### src/rtl/stn_cap_wr.sv
// rtl/stn_cap_wr.sv - STN panel capture: nibble packer and buffer writer sharing one RAM port with the TFT reader
module stn_cap_wr #(
  parameter logic [12:0] ADDR_LAST = 13'h17BF
) (
  input  logic        clk,
  input  logic        rst_x,
  input  logic        stn_fpframe,
  input  logic        stn_fpline,
  input  logic        stn_fpshift,
  input  logic [3:0]  stn_fpdat,
  input  logic        fifo_rdreq,
  input  logic [12:0] fifo_raddr,
  output logic        fifo_rdack,
  output logic [7:0]  fifo_rdata,
  output logic [12:0] ram_addr,
  output logic        ram_we,
  output logic [7:0]  ram_wdata,
  input  logic [7:0]  ram_rdata,
  output logic        cap_ovf,
  output logic [7:0]  cap_line,
  output logic        cap_frame_done
);

  logic       shift_s1, shift_s2, shift_d;
  logic       line_s1, line_s2, line_d;
  logic       frame_s1, frame_s2, frame_d;
  logic [3:0] dat_s1, dat_s2;

  // Pixel data rides through the same two flops as the strobes so it stays aligned with the shift edge.
  always_ff @(posedge clk or negedge rst_x) begin
    if (!rst_x) begin
      shift_s1 <= 1'b0;
      shift_s2 <= 1'b0;
      shift_d  <= 1'b0;
      line_s1  <= 1'b0;
      line_s2  <= 1'b0;
      line_d   <= 1'b0;
      frame_s1 <= 1'b0;
      frame_s2 <= 1'b0;
      frame_d  <= 1'b0;
      dat_s1   <= 4'h0;
      dat_s2   <= 4'h0;
    end else begin
      shift_s1 <= stn_fpshift;
      shift_s2 <= shift_s1;
      shift_d  <= shift_s2;
      line_s1  <= stn_fpline;
      line_s2  <= line_s1;
      line_d   <= line_s2;
      frame_s1 <= stn_fpframe;
      frame_s2 <= frame_s1;
      frame_d  <= frame_s2;
      dat_s1   <= stn_fpdat;
      dat_s2   <= dat_s1;
    end
  end

  logic shift_fall;
  logic line_fall;

  assign shift_fall = shift_d & ~shift_s2;
  assign line_fall  = line_d & ~line_s2;

  logic        phase;
  logic [3:0]  hi_nib;
  logic        wr_pend;
  logic [7:0]  wr_byte;
  logic [12:0] wr_addr;

  // frame_d is the frame level seen alongside line_d, i.e. while the line pulse was still high.
  always_ff @(posedge clk or negedge rst_x) begin
    if (!rst_x) begin
      phase          <= 1'b0;
      hi_nib         <= 4'h0;
      wr_pend        <= 1'b0;
      wr_byte        <= 8'h00;
      wr_addr        <= 13'h0000;
      cap_line       <= 8'h00;
      cap_ovf        <= 1'b0;
      cap_frame_done <= 1'b0;
    end else begin
      cap_frame_done <= 1'b0;
      if (wr_pend) begin
        wr_pend <= 1'b0;
        wr_addr <= (wr_addr == ADDR_LAST) ? 13'h0000 : wr_addr + 13'd1;
      end
      if (line_fall) begin
        phase <= 1'b0;
        if (frame_d) begin
          wr_addr        <= 13'h0000;
          cap_line       <= 8'h00;
          cap_frame_done <= 1'b1;
        end else if (cap_line != 8'hFF) begin
          cap_line <= cap_line + 8'd1;
        end
      end else if (shift_fall) begin
        if (!phase) begin
          hi_nib <= dat_s2;
          phase  <= 1'b1;
        end else begin
          phase <= 1'b0;
          if (wr_pend) begin
            cap_ovf <= 1'b1;
          end else begin
            wr_pend <= 1'b1;
            wr_byte <= {hi_nib, dat_s2};
          end
        end
      end
    end
  end

  assign fifo_rdack = fifo_rdreq & ~wr_pend;
  assign ram_we     = wr_pend;
  assign ram_addr   = wr_pend ? wr_addr : fifo_raddr;
  assign ram_wdata  = wr_byte;
  assign fifo_rdata = ram_rdata;

endmodule

### config.mk
export PLATFORM = sky130hd
export DESIGN_NAME = stn_cap_wr
export DESIGN_NICKNAME = d
export VERILOG_FILES = /design/src/rtl/stn_cap_wr.sv
export SDC_FILE = /design/constraint.sdc
export NUM_CORES = 1
export LEC_CHECK = 0
export ABC_AREA = 1
export BUFFER_PORTS_ARGS = -buffer_cell sky130_fd_sc_hd__buf_2
export CORE_MARGIN = 5
export CORE_UTILIZATION = 35
export CTS_BUF_LIST = sky130_fd_sc_hd__clkbuf_4
export DETAILED_ROUTE_END_ITERATION = 7
export HOLD_SLACK_MARGIN = 0.08
export PLACE_DENSITY = 0.58
export SETUP_SLACK_MARGIN = 0.4
export SYNTH_ARGS = -nofsm -noshare
export SYNTH_HDL_FRONTEND = slang
export SYNTH_SLANG_ARGS = --single-unit
### constraint.sdc
create_clock -name clk -period 1.6 [get_ports clk]
set_clock_uncertainty 0.05 [all_clocks]
set_input_delay 0 -clock clk [delete_from_list [all_inputs] [get_ports clk]]
set_output_delay 0 -clock clk [all_outputs]
set_load 0.01 [all_outputs]
# == Word level (Yosys, flattened, before mapping) ==
# Cells that the tools add are included.
# totals
regBits,54
input_bits,31
output_inout_bits,41
elab_cells,53
# classes
n_addsub,2
eq_ne,2
mux,16
bitwise_logic,8
reduce_logical,6
# ops
cell,n
$mux 13,5
$mux 8,2
$add 13x1->13 const B,1
$eq 13x13->1 const B,1
$mux 1,9
$add 8x1->8 const B,1
$ne 8x8->1 const B,1
$reduce_and 4->1,2
$not 1->1,5
$reduce_bool 2->1,2
$and 1x1->1,3
$reduce_and 3->1,1
$reduce_and 2->1,1

# == Depth between registers and ports, before layout ==
# logic_depth
depth_word,5
ltp_mapped,8
mapped_depth_nobuf,7

# == Worst setup path before layout ==
# No wires, ideal clock.
# synth_path
kind,register to register
startpoint,register cap_line[0]
endpoint,register cap_line[3]
setup_time_ps,74
t_arrival_ps,1300
slack_ps,176
stages_incl_launch_ff,9
n_path_buf,1
cell_sequence,dfrtp_1 ha_1 nand3_2 nor2_2 nand3_2 nand2_4 buf_12 nand2_1 o21ai_2
# synth_between
elab_chain_cells,3
word_cells_on_any_way,6
cone_classes,add/sub (1); eq/ne (1); mux (2); reduce/logical (2)
# synth_rtl
element,line,rtl
start: declaration,20,"output logic [7:0] cap_line,"
start signal: assignment,94,cap_line <= cap_line + 8'd1;
$add 8x1->8 or $ne 8x8->1 (tied branches),"94, 93",
$mux 8 or $reduce_bool 2->1 (tied branches),--,
$mux 8 or $reduce_and 2->1 (tied branches),--,
# Several ways; a longest one is shown, not always the timed one. The select of a mux whose other input is x is not followed.
# A chain may end at the register's enable or synchronous reset.

# == Worst setup path in the final report ==
# layout_path
startpoint,"register wr_pend, in the netlist ram_we"
endpoint,output ram_addr[6]
# layout_between
elab_chain_cells,1
# layout_rtl
element,line,rtl
start: declaration,66,logic wr_pend;
start signal: assignment,75,wr_pend <= 1'b0;
start signal: assignment,84,wr_pend <= 1'b0;
start signal: assignment,105,wr_pend <= 1'b1;
$mux 13,115,assign ram_addr = wr_pend ? wr_addr : fifo_raddr;
end: declaration,15,"output logic [12:0] ram_addr,"
# Every way passes these cells.

==> flow_metrics.env <==
export IMPL_worstSkewPairLatency_ns=0.37
export IMPL_dp_hpwl_um=3800
export IMPL_grt_ovfl_total=0
export IMPL_synth_top_area_cell="dfrtp_1"
export IMPL_critical_path_peak_fanout=6
export IMPL_max_freq_mhz=717
export IMPL_via_per_inst=4.64
export IMPL_relSlewSlack=0.794
export IMPL_crit_arrival_ns=1.34
export IMPL_routedWlPerCell_um=12.6
export IMPL_drive_above_1_share=0.415
export IMPL_setup_slack_ns=0.206
export IMPL_num_rows=31
export IMPL_tritoncts="done"
export IMPL_cap_violations=0
export IMPL_clockBufferDepth=2
export IMPL_rsz0062_at_grt="true"
export IMPL_irDropWorstVdd_uv=403
export IMPL_io_buffers=55
export IMPL_synth_top_area_frac=0.537
export IMPL_synth_seq_area_share=0.537
export IMPL_die_width_um=94.8
export IMPL_status="complete, no violations"
export IMPL_syn_area_um2=2520
export IMPL_cp_start_kind="flip-flop"
export IMPL_grt_usage=0.143
export IMPL_ys_ff_latch=54
export IMPL_dr_pass1_iters=4
export IMPL_drc=0
export IMPL_path_class="reg2out"
export IMPL_hold_viol=0
export IMPL_slew_viol_final=0
export IMPL_period_needed_ns=1.39
export IMPL_crit_buf_inv=3
export IMPL_yosysWarningCount=0
export IMPL_syn_inst=298
export IMPL_dp_slack_ns=0.0692
export IMPL_area_delta_synth_final_pct=45.7
export IMPL_postSynthAreaPerCell_um2=8.45
export IMPL_wirelength_um=6230
export IMPL_cts_root_buffer="clkbuf_4"
export IMPL_cp_end_kind="output pin"
export IMPL_cp_cell_sequence="buf_6 > buf_8 > nand2_4 > nand2_1 > buf_2"
export IMPL_synth_distinct_cells=25
export IMPL_core_area_um2=7140
export IMPL_min_path_type="in2reg"
export IMPL_critical_path_top_delay_family="flip-flops"
export IMPL_pin_count=72
export IMPL_fin_nets=425
export IMPL_die_area_um2=8990
export IMPL_power_total_w=0.00288
export IMPL_crit_slowest_cell="dfrtp_2"
export IMPL_leakage_nw=1.84
export IMPL_grt_first_pass_wirelength_um=10100
export IMPL_vias=2286
export IMPL_worstMarginPinSlew_ns=0.307
export IMPL_cts_buffers=5
export IMPL_setup_violations_final=0
export IMPL_required_ns=1.55
export IMPL_fin_tns_setup_ns=0
export IMPL_timing_final_crit_share=0.871
export IMPL_clock_sinks=54
export IMPL_gp_congestion=0.826
export IMPL_grt_pass1_vias=2198
export IMPL_synth_area_leaders="dfrtp_1 (54%), nand2_1 (14%), nor2_1 (4.9%), inv_1 (4.5%), nand3_1 (4.4%)"
export IMPL_p_per_area_nw_per_um2=785
export IMPL_synth_fp_nets=331
export IMPL_ant_nets=0
export IMPL_die_y_um=94.8
export IMPL_drt_iter0_markers=50
export IMPL_start_util=0.353
export IMPL_max_stage_delay_ns=0.47
export IMPL_htree_levels=2
export IMPL_grt_max_degree=55
export IMPL_antenna_found_initial=1
export IMPL_clk_pin_slew_worst_paths_ns=0.16
what timing repair did:
item	4_1_cts	5_1_grt
pin swaps	13	7
buffers inserted	17	2
gates cloned	2	1
gates resized for setup	45	36
hold buffers	17	0
hold endpoints to repair	69	0
setup endpoints to repair	46	52
stage by stage:
| stage | utilization | hold slack [ns] | std cells | area [um2] |
|---|---|---|---|---|
| 2_1_floorplan | - | -0.346 | 298 | 2600 |
| 3_3_place_gp | 0.412 | -0.0499 | 445 | 2940 |
| 3_5_place_dp | 0.412 | -0.0499 | 445 | 2940 |
| 4_1_cts | 0.491 | 0.168 | 489 | 3500 |
| 5_1_grt | 0.514 | 0.162 | 493 | 3670 |
| 6_report | 0.514 | 0.196 | 493 | 3670 |
routing by layer:
| metal | wire length [um] | global-route usage | vias to the layer above | part of all wire |
|---|---|---|---|---|
| met5 | 0 | 0 | - | 0 |
| met1 | 2500 | 0.168 | 1077 | 0.40 |
| li1 | - | - | 1125 | - |
| met3 | 410 | 0.0319 | 5 | 0.066 |
| met2 | 3230 | 0.255 | 79 | 0.52 |
| met4 | 79 | 0.0505 | 0 | 0.013 |
final cells by class:
class | instances | area [um2]
Clock buffer | 5 | 37.5
Inverter | 30 | 115
Sequential cell | 54 | 1360
Tap cell | 99 | 124
Fill cell | 689 | 3470
Multi-Input combinational cell | 202 | 1280
Clock inverter | 3 | 22.5
Timing Repair Buffer | 99 | 732
Antenna cell | 1 | 2.50
Yosys cell counts (all sizes together):
cell type,number
a21oi,2
a41o,1
buf,13
clkbuf,1
dfrtp,54
ha,2
inv,30
nand2,94
nand3,25
nand4,5
nor2,36
nor3,5
o21ai,24
o21bai,1
or2,1
xor2,4
cells in the final DEF, fill, tap and decap left out, types with 10 or more instances in the layout:
cell type	Yosys	layout
buf_2	3	53
buf_4	9	18
dfrtp_1	54	48
dlygate4sd3_1	0	17
inv_1	30	26
nand2_1	91	75
nand2_2	2	11
nand3_1	22	13
nor2_1	33	26
o21ai_2	6	10
final timing paths:
path	slack, ns	start	end	cells past startpoint
setup reg to reg	0.22	wr_addr[0]$_DFF_PN0_	wr_addr[6]$_DFF_PN0_	6
min in group asynchronous	0.67	rst_x	wr_addr[8]$_DFF_PN0_	4
setup / recovery	0.21	ram_we$_DFF_PN0_	ram_addr[6]	5
max in group asynchronous	0.57	rst_x	cap_line[6]$_DFFE_PN0P_	4
hold / removal	0.20	stn_fpdat[1]	dat_s1[1]$_DFF_PN0_	2
hold reg to reg	0.32	frame_s2$_DFF_PN0_	frame_d$_DFF_PN0_	0
cells by family (layout without fill, tap and decap cells):
kind of cell	after synthesis	count (layout)	share of synthesized area
other	0	1	0
AO/OA/AOI/OAI	28	28	0.0676
buffers and inverters	44	137	0.0875
flip-flops	54	54	0.537
adder cells (fa/ha/maj)	2	2	0.00994
AND/OR/NAND/NOR	166	168	0.284
XOR/XNOR	4	4	0.0139
report_power, final:
part	internal [W]	leakage [nW]	switching [W]
combinational	0.000313	1.12	0.000329
clock	0.000182	0.0360	0.000449
sequential	0.00151	0.684	0.0000951
total	0.00201	1.84	0.000873
sequential cells by signal, summed over array words and instances, names as in the netlist, 4 cells and up:
name / count
dat_s1: 4
dat_s2: 4
cap_line: 8
hi_nib: 4
ram_wdata: 8
wr_addr: 13
worst reg2reg max path, cell delays in order, from the launching register on:
cell and delay, ns:
dfrtp_1 0.43, ha_4 0.17, nand3_4 0.11, nor3_4 0.19, nand2_4 0.14, nand2_8 0.13, nor3_1 0.06
(Power assumes the default switching activity.)
